## src/rtl/fifo_frame_serializer.sv

```systemverilog
// Pops words from a FIFO read port and shifts them out as framed serial words on
// NUM_LANES lanes that share one frame FSM and one gated serial clock.
module fifo_frame_serializer #(
  parameter int DATA_WIDTH = 8,
  parameter int NUM_LANES  = 1,
  parameter int RD_LATENCY = 2,
  parameter int MSB_FIRST  = 1,
  parameter int PARITY     = 0,
  parameter int STOP_BITS  = 1,
  parameter int GAP_CYCLES = 0
) (
  input  logic                            clk_shift_reg,
  input  logic                            rst,
  input  logic                            fifo_empty,
  output logic                            fifo_rd_en,
  input  logic [NUM_LANES*DATA_WIDTH-1:0] fifo_data,
  output logic [NUM_LANES-1:0]            serial_out,
  output logic                            serial_valid,
  output logic                            serial_clk,
  output logic                            busy,
  output logic [15:0]                     frames_sent
);

  localparam int CNT_W = 16;

  typedef enum logic [2:0] {IDLE, WAIT, START, DATA, PAR, STOP, GAP} state_t;

  state_t                               state;
  state_t                               state_nx;
  logic [CNT_W-1:0]                     cnt;
  logic [NUM_LANES-1:0][DATA_WIDTH-1:0] shift;
  logic [NUM_LANES-1:0]                 par_bits;
  logic                                 capture;

  function automatic logic lane_parity(input logic [DATA_WIDTH-1:0] word);
    return (PARITY == 2) ? ~^word : ^word;
  endfunction

  assign fifo_rd_en = (state == IDLE) & ~fifo_empty & ~rst;
  assign busy       = (state != IDLE);
  assign serial_clk = ~clk_shift_reg & serial_valid;

  always_comb begin
    state_nx = state;
    capture  = 1'b0;
    case (state)
      IDLE: begin
        if (fifo_rd_en) begin
          state_nx = (RD_LATENCY == 0) ? START : WAIT;
          capture  = (RD_LATENCY == 0);
        end
      end
      WAIT: begin
        if (cnt == CNT_W'(RD_LATENCY - 1)) begin
          state_nx = START;
          capture  = 1'b1;
        end
      end
      START: state_nx = DATA;
      DATA: begin
        if (cnt == CNT_W'(DATA_WIDTH - 1))
          state_nx = (PARITY != 0) ? PAR : STOP;
      end
      PAR: state_nx = STOP;
      STOP: begin
        if (cnt == CNT_W'(STOP_BITS - 1))
          state_nx = (GAP_CYCLES != 0) ? GAP : IDLE;
      end
      GAP: begin
        if (cnt == CNT_W'(GAP_CYCLES - 1))
          state_nx = IDLE;
      end
      default: state_nx = IDLE;
    endcase
  end

  // Lines derive only from registered state, so they change right after the edge.
  always_comb begin
    serial_out = '1;
    case (state)
      START: serial_out = '0;
      DATA: begin
        for (int k = 0; k < NUM_LANES; k++)
          serial_out[k] = (MSB_FIRST != 0) ? shift[k][DATA_WIDTH-1] : shift[k][0];
      end
      PAR:     serial_out = par_bits;
      default: serial_out = '1;
    endcase
  end

  always_ff @(posedge clk_shift_reg or posedge rst) begin
    if (rst) begin
      state        <= IDLE;
      cnt          <= '0;
      serial_valid <= 1'b0;
      frames_sent  <= '0;
      shift        <= '0;
      par_bits     <= '0;
    end else begin
      state        <= state_nx;
      cnt          <= (state_nx != state || state == IDLE) ? '0 : cnt + 1'b1;
      serial_valid <= (state_nx inside {START, DATA, PAR, STOP});
      if (state == STOP && state_nx != STOP)
        frames_sent <= frames_sent + 16'd1;
      for (int k = 0; k < NUM_LANES; k++) begin
        if (capture) begin
          shift[k]    <= fifo_data[k*DATA_WIDTH +: DATA_WIDTH];
          par_bits[k] <= lane_parity(fifo_data[k*DATA_WIDTH +: DATA_WIDTH]);
        end else if (state == DATA) begin
          shift[k] <= (MSB_FIRST != 0) ? {shift[k][DATA_WIDTH-2:0], 1'b0}
                                       : {1'b0, shift[k][DATA_WIDTH-1:1]};
        end
      end
    end
  end

endmodule

```

## config.mk

```make
export PLATFORM = sky130hd
export DESIGN_NAME = fifo_frame_serializer
export DESIGN_NICKNAME = d
export VERILOG_FILES = /design/src/rtl/fifo_frame_serializer.sv
export SDC_FILE = /design/constraint.sdc
export NUM_CORES = 1
export LEC_CHECK = 0
export BUFFER_PORTS_ARGS = -buffer_cell sky130_fd_sc_hd__buf_2
export CORE_ASPECT_RATIO = 2
export CORE_MARGIN = 1.5
export CORE_UTILIZATION = 50
export DETAILED_ROUTE_END_ITERATION = 6
export PLACE_DENSITY = 0.73
export SETUP_SLACK_MARGIN = 0.2
export SYNTH_ARGS = -nofsm -noshare
export SYNTH_HDL_FRONTEND = slang
export SYNTH_SLANG_ARGS = --single-unit
```

## constraint.sdc

```tcl
create_clock -name clk_shift_reg -period 2.3 [get_ports clk_shift_reg]
set_clock_uncertainty 0.05 [all_clocks]
set_input_delay 0.23 -clock clk_shift_reg [delete_from_list [all_inputs] [get_ports clk_shift_reg]]
set_output_delay 0.23 -clock clk_shift_reg [all_outputs]
set_load 0.02 [all_outputs]
```

==> Word level (Yosys, flattened, before mapping) <==
Index checks and enable logic that the tools add are counted.
{ "word_totals": {"register_bits": 45, "in_bits": 11, "output_inout_bits": 21, "wordCells": 49} }
{ "op_classes": {"add_sub_neg": 2, "eq_ne": 15, "n_mux": 12, "bitwise": 6, "n_reduce_logical": 8} }
{ "ops": {"columns": ["op", "count"], "rows": [
  ["$add A16 B1 Y16 const B", 2],
  ["$pmux W3 S7", 1],
  ["$eq A16 B1 Y1 const B", 1],
  ["$eq A16 B16 Y1 const B", 1],
  ["$eq A16 B3 Y1 const B", 1],
  ["$logic_not A16 Y1", 1],
  ["$mux W16", 1],
  ["$mux W8", 2],
  ["$eq A3 B3 Y1 const B", 5],
  ["$mux W3", 5],
  ["$eq A3 B2 Y1 const B", 4],
  ["$reduce_xor A8 Y1", 1],
  ["$reduce_bool A4 Y1", 1],
  ["$and A1 B1 Y1", 3],
  ["$eq A3 B1 Y1 const B", 1],
  ["$logic_not A3 Y1", 1],
  ["$ne A3 B3 Y1", 1],
  ["$ne A3 B3 Y1 const B", 1],
  ["$not A1 Y1", 3],
  ["$pmux W1 S3", 1],
  ["$reduce_bool A3 Y1", 1],
  ["$mux W1", 2],
  ["$reduce_bool A2 Y1", 1],
  ["$logic_and A1 B1 Y1", 1],
  ["$logic_or A1 B1 Y1", 1]
]} }

==> Logic depth before layout (Yosys ltp) <==
{ "logic_depth": {"depth_word": 8, "depth_mapped": 8, "mapped_depth_nobuf": 7} }

==> run metrics <==
status=complete, but fails checks; failing checks=negative hold slack, negative setup slack; final setup margin=-0.184 ns; Synth cell types=40; CP startpoint=cnt[1]; vias in the first global route=roughly 2k; first-pass iteration count of the detailed router=6; ys async rst share=100%; boundary pin count=32; RSZ-0062 raised after global routing=true; worst path bufs/invs=1; Detail Placement HPWL=3910 µm; CTS tree=built; total power=3.20 mW; max_cap viols=0; arrival time of the worst setup path=roughly 2.8 ns; Critical Path Start Type=flop; switching power=between 1 and 1.5 mW; vias=2,049; Synth Register Bits=45; DIE AREA=5240 µm²; Die Wd=51.9 µm; chip height=a little over 100 µm; iteration-0 DRC count of the detailed router=68; total grt overflow=0; Internal=2.06 mW; cell mode on critical path=or4_4; post-synthesis area per instance=9.94 µm²; sequential element share of the synthesized area=47.0%; All-Layer GR Usage=24.8%; cell count of the worst hold path=3; crit path time final=between 2 and 2.5 ns; Core Footprint=4600 µm²; first-pass GRT wire length=about 9400 µm; Final Setup Violations=18; worst hold-check path type=in2reg; Post-Syn Area=approximately 2400 µm²; reg2reg setup slack=-0.18 ns; r2r startpoint=cnt[1]; port buffer count=31; WL per Instance=16.2 µm; Post-synth top flop=dfrtp_1; Slew @ Worst Pin=roughly 0.48 ns; syn nets=256; Initial Utilization=52.1%; Crit-path slowest cell=or4_4; antenna diode count=0; initial antenna violation count=0; Ys Warns=0; worst-path fanout max=4; P per Cell Area=around 1000 nW/µm²; DRC=0; nets@finish=327; cell-by-cell trace of the critical path=inv_2 > ha_4 > or4b_4 > or4_4 > or4_4 > nor2_2 > xor2_1; CP top delay family=simple AND/OR/NAND/NOR gates; number of hold violations in the final report=3; Worst VDD drop=0.000728 V; P_leak=1.48 nW; Max Clock Freq=403 MHz; Worst Setup EP=frames_sent[9]; Setup crit end kind=flop; Req. time, crit path=~2.6 ns; WHS=-0.00787 ns; final worst-path cycle share=108%; later-pin clock latency in the skew report=between 0.4 and 0.5 ns; reg2reg path depth=7; Slew HR=about two thirds; combinational fraction of design power=41.9%; share of cells above drive strength 1=34.5%; pins over their slew limit=0; Clk pwr share=25.3%; Synth Instances=241; Core Util, Final=68.6%; post-route cell area=3150 µm²; vias per cell=5.57; Antenna Nets Post-Route=0; largest net degree at the start of global routing=37; Placed Area=2760 µm²; clock slew at reported path FFs=0.09 ns; Levels on crit path=7; worst reg2reg endpoint=frames_sent[9]; drt total wl=5980 µm; num rows=35; slowest stage delay, CP=0.50 ns; critical path class=reg2reg; switching share of power=35.7%; EDFF count, synth=0; synthesis-to-layout area growth=31.7%; gp weighted congestion=0.818; sequential share of power=about a third
[per-stage QoR]
step / std cells / worst slack [ns] / setup TNS (ns)
floorplan: 241 / -0.106 / -0.332
global placement: 346 / -0.0806 / -0.241
detailed placement: 346 / -0.174 / -1.24
CTS: 364 / -0.148 / -1.05
global route: 368 / -0.218 / -3.55
finish: 368 / -0.184 / -1.47
[cells by family after synthesis]
family,synth area share (%)
buffers and inverters,3.45
AOI/OAI and AO/OA,5.33
and+or+nand+nor,25.9
adders and majority gates,2.09
DFF,47.0
xor gates and xnor gates,13.2
muxes,3.03
[what timing repair did]
item / 4_1_cts / 5_1_grt
setup endpoints to repair: 35 / 45
gates resized for setup: 21 / 19
setup buffers: 5 / 3
hold buffers: 1 / 0
gates cloned: 1 / 1
hold endpoints to repair: 9 / 0
pin swaps: 9 / 11
[power groups by stage]
stage | Clock, mW | Sequential, mW | Combinational [mW]
6_report | 0.809 | 1.05 | 1.34
5_1_grt | 0.865 | 1.07 | 1.45
4_1_cts | 0.814 | 1.04 | 1.18
3_5_place_dp | 0.0431 | 1.06 | 1.01
3_3_place_gp | 0.0431 | 1.05 | 0.976
2_1_floorplan | 0.0303 | 1.05 | 0.697
[synth_stat cells (2+ instances only)]
cell type / n / area, µm²
a32oi_1: 2 / 17.5
dfrtp_1: 45 / 1130
o21ai_1: 2 / 10.0
mux2_2: 2 / 22.5
nor2_1: 28 / 105
nand2_1: 31 / 116
clkbuf_1: 5 / 18.8
nor2b_1: 4 / 25.0
nor4b_1: 2 / 17.5
o21ai_0: 7 / 35.0
inv_1: 4 / 15.0
xnor2_1: 26 / 228
and3_1: 4 / 25.0
or4_4: 4 / 45.0
a21oi_1: 4 / 20.0
nand3_1: 8 / 40.0
xor2_1: 10 / 87.6
o21bai_1: 2 / 15.0
nor4_1: 7 / 43.8
nand4_1: 13 / 81.3
ha_1: 4 / 50.1
mux2i_1: 5 / 50.1
o211ai_1: 2 / 15.0
nor3_1: 4 / 20.0
[worst min path at each step]
stage	slack, ns	startpoint	to
after floorplan	0.26	clk_shift_reg	serial_clk
after global placement	0.13	rst	par_bits
after detailed placement	0.13	rst	par_bits
after CTS	0.003	fifo_data[2]	shift[2]
after global routing	0.002	fifo_data[2]	shift[2]
final	-0.008	fifo_data[2]	shift[2]
[registers in the layout (all words and copies together) (netlist names)]
register      count
cnt              16
frames_sent      16
shift             8
state             3
par_bits          1
serial_valid      1
[per-layer routing]
| metal | wire (µm) | vias to the layer above | GRT usage (%) | share of wire (%) |
|---|---|---|---|---|
| met5 | 0 | - | 0 | 0 |
| met4 | 226 | 0 | 17.4 | 3.8 |
| met3 | 196 | 19 | 6.82 | 3.3 |
| met2 | 3460 | 54 | 43.2 | 58 |
| met1 | 2090 | 993 | 24.0 | 35 |
| li1 | - | 983 | - | - |
[final cells by class]
cell class	count	area [µm²]
clock inverters	1	30.0
fillers	364	1450
multi-input cells	183	1310
well taps	55	68.8
repair buffers	69	472
inverters	4	15.0
flip-flops and latches	45	1130
clock buffers	11	133
[worst min-delay path, cell delays in order]
cell,delay (ns)
buf_2,0.09
nand2_1,0.04
o21ai_0,0.06
[cell usage in the layout (no fill, tap or decap), types with 2 or more instances in the layout]
cell type  instances
buf_4             31
nor3_1             4
nor2b_1            4
nand2_2            2
or4_4              4
nor4_1             5
nor2_4             2
o211ai_1           2
a32oi_1            2
mux2i_1            5
ha_1               3
o21ai_0            5
o21ai_1            3
inv_2              2
nor2_1            23
xnor2_1           25
a21oi_1            4
nand3_1            8
dfrtp_1           45
and3_1             3
nor2_2             3
nand4_1           13
nand2_1           29
nor4_4             3
buf_6              7
xor2_1            10
clkbuf_8           9
buf_2             31
No activity file was read; power rests on OpenSTA's default activity.
